### src/rtl/fetch_pkg.sv
// Shared types and constants for the dual-issue instruction fetch path.
package fetch_pkg;

  localparam logic [31:0] NOP_INSTR = 32'h0000_0013;
  localparam logic [31:0] PC_STEP   = 32'd8;
  localparam int unsigned ROM_AW    = 10;

  // One fetched instruction pair as presented to decode
  typedef struct packed {
    logic [31:0] pc;
    logic [31:0] instr1;
    logic [31:0] instr2;
    logic        slot2_valid;
  } fetch_entry_t;

  localparam fetch_entry_t EMPTY_ENTRY = '{
    pc:          32'h0000_0000,
    instr1:      NOP_INSTR,
    instr2:      NOP_INSTR,
    slot2_valid: 1'b0
  };

endpackage

### src/rtl/fetch_queue.sv
// Shift-register FIFO of instruction pairs; the head entry is always a register.
module fetch_queue
  import fetch_pkg::*;
#(
  parameter int unsigned QDEPTH = 4,
  localparam int unsigned CW    = $clog2(QDEPTH + 1)
) (
  input  logic          clk,
  input  logic          rst,
  input  logic          flush,
  input  logic          push,
  input  fetch_entry_t  din,
  input  logic          pop,
  output fetch_entry_t  head,
  output logic [CW-1:0] count,
  output logic          full,
  output logic          empty
);

  fetch_entry_t  ent [QDEPTH];
  logic [CW-1:0] cnt;
  logic          pop_ok;
  logic          push_ok;
  logic [CW-1:0] wr_idx;

  // Handshake qualification and write slot after a same-cycle pop
  always_comb begin
    pop_ok  = pop & (cnt != '0);
    push_ok = push & ((cnt != CW'(QDEPTH)) | pop_ok);
    wr_idx  = cnt - CW'(pop_ok);
  end

  // Storage: flush beats push, pop shifts toward slot 0, push lands behind the tail
  always_ff @(posedge clk) begin
    if (rst) begin
      cnt <= '0;
      for (int i = 0; i < int'(QDEPTH); i++) ent[i] <= EMPTY_ENTRY;
    end else if (flush) begin
      cnt <= '0;
    end else begin
      if (pop_ok) begin
        for (int i = 0; i < int'(QDEPTH) - 1; i++) ent[i] <= ent[i+1];
      end
      for (int i = 0; i < int'(QDEPTH); i++) begin
        if (push_ok && (CW'(i) == wr_idx)) ent[i] <= din;
      end
      cnt <= cnt + CW'(push_ok) - CW'(pop_ok);
    end
  end

  assign head  = ent[0];
  assign count = cnt;
  assign full  = (cnt == CW'(QDEPTH));
  assign empty = (cnt == '0);

endmodule

### src/rtl/fetch_ctrl.sv
// Dual-issue fetch sequencer: owns the PC, reads 2 ROM words per cycle,
// absorbs the 1-cycle ROM latency and queues pairs toward decode.
module fetch_ctrl
  import fetch_pkg::fetch_entry_t;
  import fetch_pkg::NOP_INSTR;
  import fetch_pkg::PC_STEP;
#(
  parameter logic [31:0] RESET_PC = 32'h0000_0000,
  parameter int unsigned QDEPTH   = 4,
  parameter int unsigned ROM_AW   = 10
) (
  input  logic              clk,
  input  logic              rst,
  output logic [ROM_AW-1:0] rom_addr,
  input  logic [31:0]       rom_instr1,
  input  logic [31:0]       rom_instr2,
  input  logic              redirect_valid,
  input  logic [31:0]       redirect_pc,
  output logic              out_valid,
  input  logic              out_ready,
  output logic [31:0]       out_pc,
  output logic [31:0]       out_instr1,
  output logic [31:0]       out_instr2,
  output logic              out_slot2_valid
);

  localparam int unsigned CW = $clog2(QDEPTH + 1);

  logic [31:0]   fetch_pc;
  logic [31:0]   inflight_pc;
  logic          inflight;
  logic [31:0]   req_pc;
  logic          issue;
  logic          push;
  logic          slot2;
  fetch_entry_t  push_entry;
  fetch_entry_t  head;
  logic [CW-1:0] q_count;
  logic          q_full;
  logic          q_empty;

  // Request PC, issue decision and ROM address; redirect overrides the sequential PC
  always_comb begin
    req_pc = redirect_valid ? (redirect_pc & 32'hFFFF_FFFC) : fetch_pc;
    // Reserve a slot for the in-flight read so a full queue can never overflow
    issue  = redirect_valid |
             (!q_full && (((CW+1)'(q_count) + (CW+1)'(inflight)) < (CW+1)'(QDEPTH)));
    if (rst) rom_addr = RESET_PC[ROM_AW+1:2];
    else     rom_addr = req_pc[ROM_AW+1:2];
  end

  // Returning ROM pair; the last ROM word has no successor so slot 2 becomes a NOP
  always_comb begin
    slot2      = (inflight_pc[ROM_AW+1:2] != '1);
    push       = inflight & ~redirect_valid;
    push_entry = '{
      pc:          inflight_pc,
      instr1:      rom_instr1,
      instr2:      slot2 ? rom_instr2 : NOP_INSTR,
      slot2_valid: slot2
    };
  end

  // Fetch PC and in-flight tracking
  always_ff @(posedge clk) begin
    if (rst) begin
      fetch_pc    <= RESET_PC;
      inflight    <= 1'b0;
      inflight_pc <= RESET_PC;
    end else if (issue) begin
      fetch_pc    <= req_pc + PC_STEP;
      inflight    <= 1'b1;
      inflight_pc <= req_pc;
    end else begin
      inflight    <= 1'b0;
    end
  end

  fetch_queue #(
    .QDEPTH (QDEPTH)
  ) u_queue (
    .clk   (clk),
    .rst   (rst),
    .flush (redirect_valid),
    .push  (push),
    .din   (push_entry),
    .pop   (out_ready),
    .head  (head),
    .count (q_count),
    .full  (q_full),
    .empty (q_empty)
  );

  assign out_valid       = ~q_empty;
  assign out_pc          = head.pc;
  assign out_instr1      = head.instr1;
  assign out_instr2      = head.instr2;
  assign out_slot2_valid = head.slot2_valid;

endmodule

### config.mk
export PLATFORM = sky130hd
export DESIGN_NAME = fetch_ctrl
export DESIGN_NICKNAME = d
export VERILOG_FILES = /design/src/rtl/fetch_pkg.sv /design/src/rtl/fetch_queue.sv /design/src/rtl/fetch_ctrl.sv
export SDC_FILE = /design/constraint.sdc
export NUM_CORES = 1
export LEC_CHECK = 0
export CELL_PAD_IN_SITES_DETAIL_PLACEMENT = 2
export CELL_PAD_IN_SITES_GLOBAL_PLACEMENT = 2
export CORE_ASPECT_RATIO = 0.6
export CORE_MARGIN = 10
export CORE_UTILIZATION = 40
export DETAILED_ROUTE_END_ITERATION = 10
export GPL_TIMING_DRIVEN = 0
export PLACE_DENSITY = 0.86
export SKIP_CTS_REPAIR_TIMING = 1
export SKIP_LAST_GASP = 1
export SYNTH_ARGS = -nofsm -noshare
export SYNTH_HDL_FRONTEND = slang
export SYNTH_HIERARCHICAL = 1
export SYNTH_SLANG_ARGS = --single-unit
### constraint.sdc
create_clock -name clk -period 9.77 [get_ports clk]
set_input_delay 1.4655 -clock clk [delete_from_list [all_inputs] [get_ports clk]]
set_output_delay 1.4655 -clock clk [all_outputs]
set_load 0.03 [all_outputs]
==> metrics.md <==
| Metric | Value |
|---|---|
| Vias in the first global route | `approximately 18000` |
| CP Launch Type | `input pin` |
| Port bufs | `205` |
| Number of synthesized flops with an enable pin | `around 390` |
| Syn avg cell area | `approximately 11 um2` |
| Leak Pwr | `about 9 nW` |
| Total core area | `0.0512 mm2` |
| Die H | `about 200 um` |
| Clock tree buffer depth | `3` |
| GP Congestion | `around 0.9` |
| Io pins | `between 200 and 250` |
| Via density | `5.85` |
| Status | `completed` |
| RSZ-0062 raised after global routing | `no` |
| Top-count cell post-synth | `nand2_1` |
| Critical setup path kind | `input pin to flop` |
| Ys async rst share | `0%` |
| N_diodes | `0` |
| Die ar. | `roughly 0.062 mm2` |
| Setup TNS | `0 ps` |
| Max Freq | `158 MHz` |
| Final std cell area, no fill | `0.0254 mm2` |
| Yosys warns | `6` |
| First drt pass iteration count | `5` |
| DRC | `0` |
| Tmin final | `approximately 6300 ps` |
| Synth unique cells | `just under 70` |
| CP max FO | `65` |
| Area grow syn2layout | `21.8%` |
| VDD IR max | `0.000115 V` |
| Synth area leaders | `edfxtp_1 (56%), nand2_1 (8.3%), dfxtp_1 (6.1%)` |
| CP endpoint kind | `flop` |
| Proportion of layout cells with a drive suffix above 1 | `a little under an eighth` |
| Die Wd | `between 300 and 400 um` |
| Reg clk slew, reported paths | `60 ps` |
| Hold Crit Depth | `2` |
| Clk root buf | `clkbuf_16` |
| Via count | `between 15000 and 20000` |
| Antenna-violating nets left | `0` |
| Commonest cells in the synthesized netlist | `nand2_1 (462), edfxtp_1 (388), a21oi_1 (248), and2_1 (95)` |
| Final period utilization | `about 65%` |
| Total CTS buffers | `45` |
| Max-cap viol count | `0` |
| First-pass GRT wire length | `about 120000 um` |
| Post-synth top area share | `between 50% and 60%` |
| FF-to-FF path depth | `11` |
| Worst Path Required | `10030 ps` |
| Placed wire-length estimate | `about 57000 um` |
| Initial DRC count | `between 1500 and 2000` |
| WL/cell | `between 20 and 30 um` |
| Power per cell area | `between 150 and 200 mW/mm2` |
| Synth Flop Type | `edfxtp_1` |
| Most area-hungry cell type in the Yosys netlist | `edfxtp_1` |
| Fin. max-slew vios | `0` |
| Pin count of the biggest net entering global routing | `66` |
| Post-Synthesis Cells | `around 1900` |
| Synthesized flop and latch total | `451` |
| TritonCTS clock tree | `built` |
| Worst skew pair latency | `~570 ps` |
| Layout Nets | `2234` |
| Starting Density | `40.7%` |
| Routed WL | `slightly above 80000 um` |
| GRT Util Overall | `25.4%` |
| Slew @ Worst Pin | `1090 ps` |
| Relative slew margins | `a little over a quarter` |
| Hold Vio Cnt, Final | `0` |
| Worst Skew | `about 35 ps` |
| Post-synthesis sequential area ratio | `a little over 60%` |
| Final setup viols | `0` |
| WP data arrival | `around 6600 ps` |
| Area after DPL | `approximately 0.024 mm2` |
| # clock sinks | `between 400 and 500` |
| Initial antenna violation count | `4` |
| Grt ovf | `0` |
| # rows | `64` |
| Hold WC Path Type | `flop to flop` |
| Number of H-tree levels | `2` |
| Cell area after synthesis | `0.0208 mm2` |
## worst paths after layout
| path | slack (ps) | startpoint | end |
|---|---|---|---|
| worst max register to register | 5090 | u_queue/count[2] | u_queue/ent[1][69] |
| worst min register to register | 480 | fetch_pc[30] | fetch_pc[30] |
| worst min-delay path | 480 | fetch_pc[30] | fetch_pc[30] |
| worst max-delay path | 3450 | redirect_valid | u_queue/ent[1][69] |
## cells in the final DEF, fill, tap and decap left out, types with 22 or more instances in the layout
master and count:
clkdlybuf4s50_1 205, a21oi_1 248, edfxtp_1 388, nor2_1 75, and2_1 95, nor2b_1 31, dfxtp_1 63, nand2_1 459
nand3_1 30, clkbuf_16 45, a211oi_1 23, xnor2_1 31, clkbuf_1 52, buf_2 42, buf_6 22, a22o_2 75
## registers in the layout, indices dropped and copies added, names as in the netlist
register       cells
inflight_pc       29
u_queue/count      3
inflight           1
u_queue/ent      388
fetch_pc          30
## final cells by class
cell class	count	area, um2
fillers	5071	25900
flip-flops and latches	451	12900
multi-input cells	1275	7160
repair buffers	209	2150
clock buffers	55	1190
well taps	693	867
plain buffers	136	798
clock inverters	23	258
inverters	11	41.3
## cells by family after synthesis
group / synth area share, %
xor gates and xnor gates: 1.85
adders and majority gates: 0.336
buffers and inverters: 4.03
DFF: 61.9
muxes: 0.966
and+or+nand+nor: 17.9
other: 0.0180
AOI/OAI and AO/OA: 12.9
## power breakdown
part	internal, W	switching (W)	total [W]
registers	0.00220	0.0000672	0.00226
clock network	0.00100	0.000786	0.00179
logic	0.000169	0.000334	0.000503
## routing by layer
layer / vias to the layer above / wire length (um) / global-route usage, %
met4: 2 / 2100 / 7.07
li1: 7202 / - / -
met2: 635 / 39400 / 43.1
met5: - / 13 / 0
met3: 142 / 5170 / 4.20
met1: 8712 / 34100 / 33.2
## per-stage QoR
stage	std cells	setup WS (ps)	hold WS, ps	power, W	util [%]
final	2853	3450	475	0.00455	49.5
after CTS	2853	3510	475	0.00457	49.5
after floorplan	1873	3780	442	0.00254	-
after global routing	2853	3260	504	0.00469	49.5
after detailed placement	2775	3050	466	0.00279	46.7
after global placement	2771	598	454	0.00276	46.4
## worst max-delay path, cell delays in order
cell and delay [ps]:
clkdlybuf4s50_1 790, buf_6 240, buf_12 150, buf_2 270, buf_2 300, buf_2 350, buf_1 470, nor2b_1 160
nor2b_1 180, buf_2 250, nand4_4 280, buf_1 450, nand2_4 700, buf_12 450
No activity file was read; power rests on OpenSTA's default activity.
